File: src/rtl/sha256_padder_if.sv
// Handshake bundle between the message source, the padder, the message-block
// RAM and the compression core.
//   in_*      : big-endian 32-bit word stream (valid/ready), last flag, byte count
//   ram_*     : registered write port into the 16-word block RAM
//   blk_*     : block-ready handshake toward the compression core
// slave is the padder side; master is the source/core/RAM side.
interface sha256_padder_if #(
    parameter int unsigned RAM_AW = 4
);
    logic [31:0]       in_data;
    logic              in_valid;
    logic              in_last;
    logic [2:0]        in_nbytes;
    logic              in_ready;
    logic [RAM_AW-1:0] ram_waddr;
    logic [31:0]       ram_wdata;
    logic              ram_wen;
    logic              blk_valid;
    logic              blk_last;
    logic              blk_ack;

    modport master (
        output in_data, in_valid, in_last, in_nbytes, blk_ack,
        input  in_ready, ram_waddr, ram_wdata, ram_wen, blk_valid, blk_last
    );

    modport slave (
        input  in_data, in_valid, in_last, in_nbytes, blk_ack,
        output in_ready, ram_waddr, ram_wdata, ram_wen, blk_valid, blk_last
    );
endinterface

File: src/rtl/sha256_padder.sv
// SHA-256 message padder: accepts a 32-bit word stream, appends the 0x80
// marker, zero fill and the 64-bit message bit length, writing each 512-bit
// block as 16 words (addresses 0..15) into the block RAM, then holds
// blk_valid until blk_ack.
//   clk, rst_n : clock, synchronous active-low reset
//   bus        : sha256_padder_if.slave (stream in, RAM write, block handshake)
module sha256_padder #(
    parameter int unsigned RAM_AW    = 4,
    parameter int unsigned LEN_WIDTH = 64
) (
    input logic            clk,
    input logic            rst_n,
    sha256_padder_if.slave bus
);
    typedef enum logic [2:0] {
        S_LOAD,
        S_MARK,
        S_ZERO,
        S_LEN_HI,
        S_LEN_LO,
        S_WAIT
    } state_t;

    state_t               state, state_nx;
    logic [3:0]           w, w_nx;
    logic [LEN_WIDTH-1:0] bitlen, bitlen_nx;
    logic                 msg_done, msg_done_nx;
    logic                 mark_pend, mark_pend_nx;
    logic                 wen, wen_nx;
    logic [RAM_AW-1:0]    waddr, waddr_nx;
    logic [31:0]          wdata, wdata_nx;
    logic                 valid, valid_nx;
    logic                 last, last_nx;

    logic [2:0]           nb;
    logic [31:0]          marked;
    logic [63:0]          len64;

    // State after the word holding the marker was written at index idx.
    function automatic state_t after_mark(input logic [3:0] idx);
        if (idx == 4'd15)      return S_WAIT;    // marker filled the block
        else if (idx == 4'd13) return S_LEN_HI;  // length fits right away
        else                   return S_ZERO;    // ZERO stops at 13 or 15
    endfunction

    assign nb    = (bus.in_nbytes > 3'd4) ? 3'd4 : bus.in_nbytes;
    assign len64 = 64'(bitlen);

    // Final partial word: keep bytes below nb, marker in byte nb.
    always_comb begin
        case (nb)
            3'd0:    marked = 32'h8000_0000;
            3'd1:    marked = {bus.in_data[31:24], 24'h80_0000};
            3'd2:    marked = {bus.in_data[31:16], 16'h8000};
            default: marked = {bus.in_data[31:8], 8'h80};
        endcase
    end

    // Next-state and registered-output logic.
    always_comb begin
        state_nx     = state;
        w_nx         = w;
        bitlen_nx    = bitlen;
        msg_done_nx  = msg_done;
        mark_pend_nx = mark_pend;
        wen_nx       = 1'b0;
        waddr_nx     = '0;
        wdata_nx     = '0;
        valid_nx     = valid;
        last_nx      = last;

        case (state)
            S_LOAD: begin
                if (bus.in_valid) begin
                    wen_nx   = 1'b1;
                    waddr_nx = RAM_AW'(w);
                    w_nx     = w + 4'd1;
                    if (!bus.in_last) begin
                        wdata_nx  = bus.in_data;
                        bitlen_nx = bitlen + LEN_WIDTH'(32);
                        if (w == 4'd15) begin
                            state_nx = S_WAIT;
                            last_nx  = 1'b0;
                        end
                    end else begin
                        msg_done_nx = 1'b1;
                        bitlen_nx   = bitlen + LEN_WIDTH'({nb, 3'b000});
                        if (nb == 3'd4) begin
                            wdata_nx = bus.in_data;
                            // A full final word at index 15 defers its marker
                            // to the start of the next block.
                            if (w == 4'd15) begin
                                state_nx     = S_WAIT;
                                mark_pend_nx = 1'b1;
                                last_nx      = 1'b0;
                            end else begin
                                state_nx = S_MARK;
                            end
                        end else begin
                            wdata_nx = marked;
                            state_nx = after_mark(w);
                        end
                    end
                end
            end
            S_MARK: begin
                wen_nx       = 1'b1;
                waddr_nx     = RAM_AW'(w);
                wdata_nx     = 32'h8000_0000;
                w_nx         = w + 4'd1;
                mark_pend_nx = 1'b0;
                state_nx     = after_mark(w);
            end
            S_ZERO: begin
                wen_nx   = 1'b1;
                waddr_nx = RAM_AW'(w);
                w_nx     = w + 4'd1;
                if (w == 4'd13)      state_nx = S_LEN_HI;
                else if (w == 4'd15) state_nx = S_WAIT;
            end
            S_LEN_HI: begin
                wen_nx   = 1'b1;
                waddr_nx = RAM_AW'(w);
                wdata_nx = len64[63:32];
                w_nx     = w + 4'd1;
                state_nx = S_LEN_LO;
            end
            S_LEN_LO: begin
                wen_nx   = 1'b1;
                waddr_nx = RAM_AW'(w);
                wdata_nx = len64[31:0];
                w_nx     = w + 4'd1;
                state_nx = S_WAIT;
                last_nx  = 1'b1;
            end
            S_WAIT: begin
                // valid rises one edge after entry, so the address-15 write
                // has completed before the core sees the block.
                if (valid && bus.blk_ack) begin
                    valid_nx = 1'b0;
                    last_nx  = 1'b0;
                    w_nx     = 4'd0;
                    if (last) begin
                        bitlen_nx   = '0;
                        msg_done_nx = 1'b0;
                        state_nx    = S_LOAD;
                    end else if (msg_done) begin
                        state_nx = mark_pend ? S_MARK : S_ZERO;
                    end else begin
                        state_nx = S_LOAD;
                    end
                end else begin
                    valid_nx = 1'b1;
                end
            end
            default: state_nx = S_LOAD;
        endcase
    end

    // State and output registers.
    always_ff @(posedge clk) begin
        if (!rst_n) begin
            state     <= S_LOAD;
            w         <= 4'd0;
            bitlen    <= '0;
            msg_done  <= 1'b0;
            mark_pend <= 1'b0;
            wen       <= 1'b0;
            waddr     <= '0;
            wdata     <= '0;
            valid     <= 1'b0;
            last      <= 1'b0;
        end else begin
            state     <= state_nx;
            w         <= w_nx;
            bitlen    <= bitlen_nx;
            msg_done  <= msg_done_nx;
            mark_pend <= mark_pend_nx;
            wen       <= wen_nx;
            waddr     <= waddr_nx;
            wdata     <= wdata_nx;
            valid     <= valid_nx;
            last      <= last_nx;
        end
    end

    assign bus.in_ready  = rst_n && (state == S_LOAD);
    assign bus.ram_wen   = wen;
    assign bus.ram_waddr = waddr;
    assign bus.ram_wdata = wdata;
    assign bus.blk_valid = valid;
    assign bus.blk_last  = last;
endmodule
File: src/flat_wrapper.sv
// flat-port wrapper written by rule: the top's interface ports become plain ports
module sha256_padder_flat 
#(
    parameter int unsigned RAM_AW    = 4,
    parameter int unsigned LEN_WIDTH = 64
)
  (clk, rst_n, bus_in_data, bus_in_valid, bus_in_last, bus_in_nbytes, bus_blk_ack, bus_in_ready, bus_ram_waddr, bus_ram_wdata, bus_ram_wen, bus_blk_valid, bus_blk_last);
  sha256_padder_if #(.RAM_AW(RAM_AW)) bus_i ();
  input logic clk;
  input logic rst_n;
  input wire logic [$bits(bus_i.in_data)-1:0] bus_in_data;
  input wire logic [$bits(bus_i.in_valid)-1:0] bus_in_valid;
  input wire logic [$bits(bus_i.in_last)-1:0] bus_in_last;
  input wire logic [$bits(bus_i.in_nbytes)-1:0] bus_in_nbytes;
  input wire logic [$bits(bus_i.blk_ack)-1:0] bus_blk_ack;
  output wire logic [$bits(bus_i.in_ready)-1:0] bus_in_ready;
  output wire logic [$bits(bus_i.ram_waddr)-1:0] bus_ram_waddr;
  output wire logic [$bits(bus_i.ram_wdata)-1:0] bus_ram_wdata;
  output wire logic [$bits(bus_i.ram_wen)-1:0] bus_ram_wen;
  output wire logic [$bits(bus_i.blk_valid)-1:0] bus_blk_valid;
  output wire logic [$bits(bus_i.blk_last)-1:0] bus_blk_last;
  assign bus_i.in_data = bus_in_data;
  assign bus_i.in_valid = bus_in_valid;
  assign bus_i.in_last = bus_in_last;
  assign bus_i.in_nbytes = bus_in_nbytes;
  assign bus_i.blk_ack = bus_blk_ack;
  assign bus_in_ready = bus_i.in_ready;
  assign bus_ram_waddr = bus_i.ram_waddr;
  assign bus_ram_wdata = bus_i.ram_wdata;
  assign bus_ram_wen = bus_i.ram_wen;
  assign bus_blk_valid = bus_i.blk_valid;
  assign bus_blk_last = bus_i.blk_last;
  sha256_padder #(.RAM_AW(RAM_AW), .LEN_WIDTH(LEN_WIDTH)) u_core (.clk(clk), .rst_n(rst_n), .bus(bus_i));
endmodule
File: config.mk
export PLATFORM = sky130hd
export DESIGN_NAME = sha256_padder_flat
export DESIGN_NICKNAME = d
export VERILOG_FILES = /design/src/rtl/sha256_padder_if.sv /design/src/rtl/sha256_padder.sv /design/src/flat_wrapper.sv
export SDC_FILE = /design/constraint.sdc
export NUM_CORES = 1
export LEC_CHECK = 0
export CAP_MARGIN = 10
export CORE_MARGIN = 2
export CORE_UTILIZATION = 30
export DETAILED_ROUTE_END_ITERATION = 10
export HOLD_SLACK_MARGIN = 0.1
export RECOVER_POWER = 50
export REMOVE_ABC_BUFFERS = 1
export SYNTH_ARGS = -nofsm -noshare
export SYNTH_HDL_FRONTEND = slang
export SYNTH_SLANG_ARGS = --single-unit
File: constraint.sdc
create_clock -name clk -period 7.8 [get_ports clk]
set_input_delay 1.56 -clock clk [delete_from_list [all_inputs] [get_ports clk]]
set_output_delay 1.56 -clock clk [all_outputs]
set_load 0.02 [all_outputs]
==> flow_summary_export.csv <==
group,metric,value,unit
cells_and_area,fin_area,0.00653,sq mm
min_path,hold_path_class,"flip-flop to flip-flop",
sta,hold_viol_final,0,
floorplan,die_area,0.0185,sq mm
placement,gp_congestion,0.835,
critical_path,cp.arrival,3.29,ns
detailed_routing,vias_per_cell,5.54,
cells_and_area,diodes,0,
sta,finalSetupViolCount,0,
sta,min_period_over_period,0.622,
sta,min_period,4.85,ns
placement,port_buffers,79,
critical_path,crit_path_end_kind,"output pin",
sta,slew_viol_final,0,
synthesis,yosysUniqueCellTypes,54,
synthesis,synth_top_area_share,0.417,
global_routing,grt-ovfl-total,0,
synthesis,synthFlopType,"dfxtp_1",
floorplan,initial_utilization,0.305,
sta,worst_pin_slew,1.25,ns
cts,numClockSinks,109,
cts,cts_buffer_depth,2,
critical_path,path_max_fanout,17,
synthesis,synthCells,627,
synthesis,ys_seq_area_frac,0.417,
sta,slew_headroom,0.165,
global_routing,grt_max_degree,57,
synthesis,synthTopCellsByCount,"dfxtp_1 (109), nor2_1 (78), a21oi_1 (52)",
detailed_routing,drt-wirelength-per-cell,16.8,microns
global_routing,grt_usage,0.173,
cells_and_area,fill_cells,1818,
global_routing,grt_pass1_wl,25.0,mm
placement,place.detailed.hpwl,10.7,mm
floorplan,fp.dieW,136,microns
global_routing,grt_pass1_vias,4716,
cts,cts_hold_buf,0,
critical_path,crit_top_cell,"clkdlybuf4s50_1",
power,totalPowerFinal,1.18,mW
detailed_routing,vias,5091,
detailed_routing,route.detailed.drc,0,
critical_path,worstPathRequired,6.24,ns
detailed_routing,antenna_left,0,
cts,postCtsSetupBuffers,0,
critical_path,worstSetupPathType,"input pin to output pin",
floorplan,fp.coreArea,0.0172,sq mm
cts,numCtsBuffers,9,
cts,insertion_delay,0.37,ns
synthesis,synth.area.top_cells,"dfxtp_1 (42%), nor2_1 (5.6%), a21oi_1 (5.0%)",
critical_path,critPathLaunchType,"input pin",
critical_path,critPathTopFamily,"buffers and inverters",
floorplan,core.rowCount,48,
critical_path,crit_chain,"clkdlybuf4s50_1 -> and3_1 -> clkdlybuf4s50_1",
sta,setup_tns,0,ns
cts,htree_levels,3,
critical_path,cp_num_buf_inv,2,
synthesis,synth_top_cell_by_area,"dfxtp_1",
detailed_routing,drt-initial-drc-count,440,
power,p_leak,2.13,nW
cells_and_area,fin_nets,736,
sta,fin_worst_skew,0.00887,ns
cells_and_area,syn_to_final_growth,24.9,%
cts,cts-resized-gates,0,
detailed_routing,drt_pre_antenna_iters,6,
synthesis,ys_ff_latch,109,
synthesis,mappedNetlistArea,0.00523,sq mm
power,powerDensity,181,mW/mm^2
synthesis,yosysWarnings,0,
cts,cts_tree,"done",
sta,max_freq,206,MHz
cells_and_area,drive_gt1_frac,0.0490,
sta,rsz0062_at_grt,"no",
global_routing,antenna_found_initial,0,
run_status,status,"finished clean",
cts,path_clk_slew,0.07,ns
floorplan,dieHeight,136,microns
critical_path,slowest_delay,0.86,ns
sta,hold_slack,0.474,ns
synthesis,synth.most_common_cell,"dfxtp_1",
synthesis,async_flop_share,0,
detailed_routing,wl,15.5,mm
synthesis,synth_edf_count,0,
floorplan,ios,80,
cts,clockRootBuffer,"clkbuf_16",
power,max-vdd-ir-drop,113,uV
flow_run,drv_cap,0,
critical_path,cp_slowest_cell,"clkdlybuf4s50_1",
synthesis,syn_avg_cell_area,8.34,sq um
placement,dpl_cell_area,0.00622,sq mm
==> cell usage in the layout (no fill, tap or decap), types with 3 or more instances in the layout <==
cell type and count:
a21boi_0 4, a21oi_1 52, a222oi_1 25, a22oi_1 6
a31o_2 3, and2_1 5, and3_1 10, and4_1 5
buf_4 8, clkbuf_16 9, clkdlybuf4s50_1 36, dfxtp_1 109
dlygate4sd3_1 43, ha_1 6, inv_1 15, nand2_1 38
nand3_1 25, nand4_1 22, nand4b_1 3, nor2_1 77
nor2b_1 4, nor3_1 11, nor3b_1 3, nor4_1 19
nor4b_1 3, o211ai_1 4, o21a_1 7, o21ai_0 35
o31ai_1 11, or3_1 20, or4_1 16, xnor2_1 17
xor2_1 4
==> state kept, by name, summed over array words and instances (netlist names) <==
register	cells
u_core.bus.ram_wen	1
u_core.state	3
u_core.mark_pend	1
u_core.w	4
u_core.bus.blk_last	1
u_core.bus.blk_valid	1
u_core.bus.ram_waddr	4
u_core.bus.ram_wdata	32
u_core.bitlen	61
u_core.msg_done	1
==> metal layers <==
layer  global-route usage  part of all wire
met5                    0                 0
met4               0.0532             0.015
met3               0.0377             0.055
met2                0.273              0.46
met1                0.234              0.47
==> cell type report <==
class / count / area [sq um] / area share
timing repair buffer: 89 / 866 / 0.133
inverter: 15 / 56.3 / 0.00862
clock buffer: 10 / 239 / 0.0366
clock inverter: 6 / 70.1 / 0.0107
tap: 225 / 282 / 0.0431
multi-input combinational: 465 / 2840 / 0.435
sequential: 109 / 2180 / 0.334
==> worst register-to-register path, delay by kind of cell, from the launching register on <==
family / cells / cell delay [ns]
buffers and inverters: 1 / 0.49
AND/OR/NAND/NOR: 3 / 1.95
AO/OA/AOI/OAI: 2 / 0.47
flip-flops: 1 / 0.64
==> path summary, 6_finish.rpt <==
check | startpoint | endpoint | slack [ns] | cells past startpoint
worst max-delay path | rst_n | bus_in_ready | 2.95 | 3
worst max register to register | u_core.state[0] | u_core.bitlen[49] | 4.17 | 6
worst min register to register | u_core.msg_done | u_core.msg_done | 0.47 | 2
worst min-delay path | u_core.msg_done | u_core.msg_done | 0.47 | 2
==> stage by stage <==
step | instances | utilization | worst slack (ns)
finish | 919 | 0.380 | 2.95
global route | 919 | 0.380 | 2.85
global placement | 902 | 0.362 | 2.95
floorplan | 589 | - | 2.69
CTS | 918 | 0.380 | 2.92
detailed placement | 902 | 0.362 | 2.93
==> report_power, final <==
part           switching (mW)  internal (mW)  leakage (nW)
sequential            0.00910          0.569         0.883
combinational          0.0663         0.0538          1.10
clock                   0.221          0.261         0.147
==> cells by family (layout without fill, tap and decap cells) <==
logic type | after synthesis | count (layout) | synth area share
simple gates | 273 | 273 | 0.278
compound gates | 163 | 163 | 0.207
flops | 109 | 109 | 0.417
buf+inv | 53 | 120 | 0.0430
xor+xnor | 21 | 21 | 0.0352
fa+ha+maj | 7 | 7 | 0.0182
mux | 1 | 1 | 0.00191
Power figures use the tool's default switching activity.
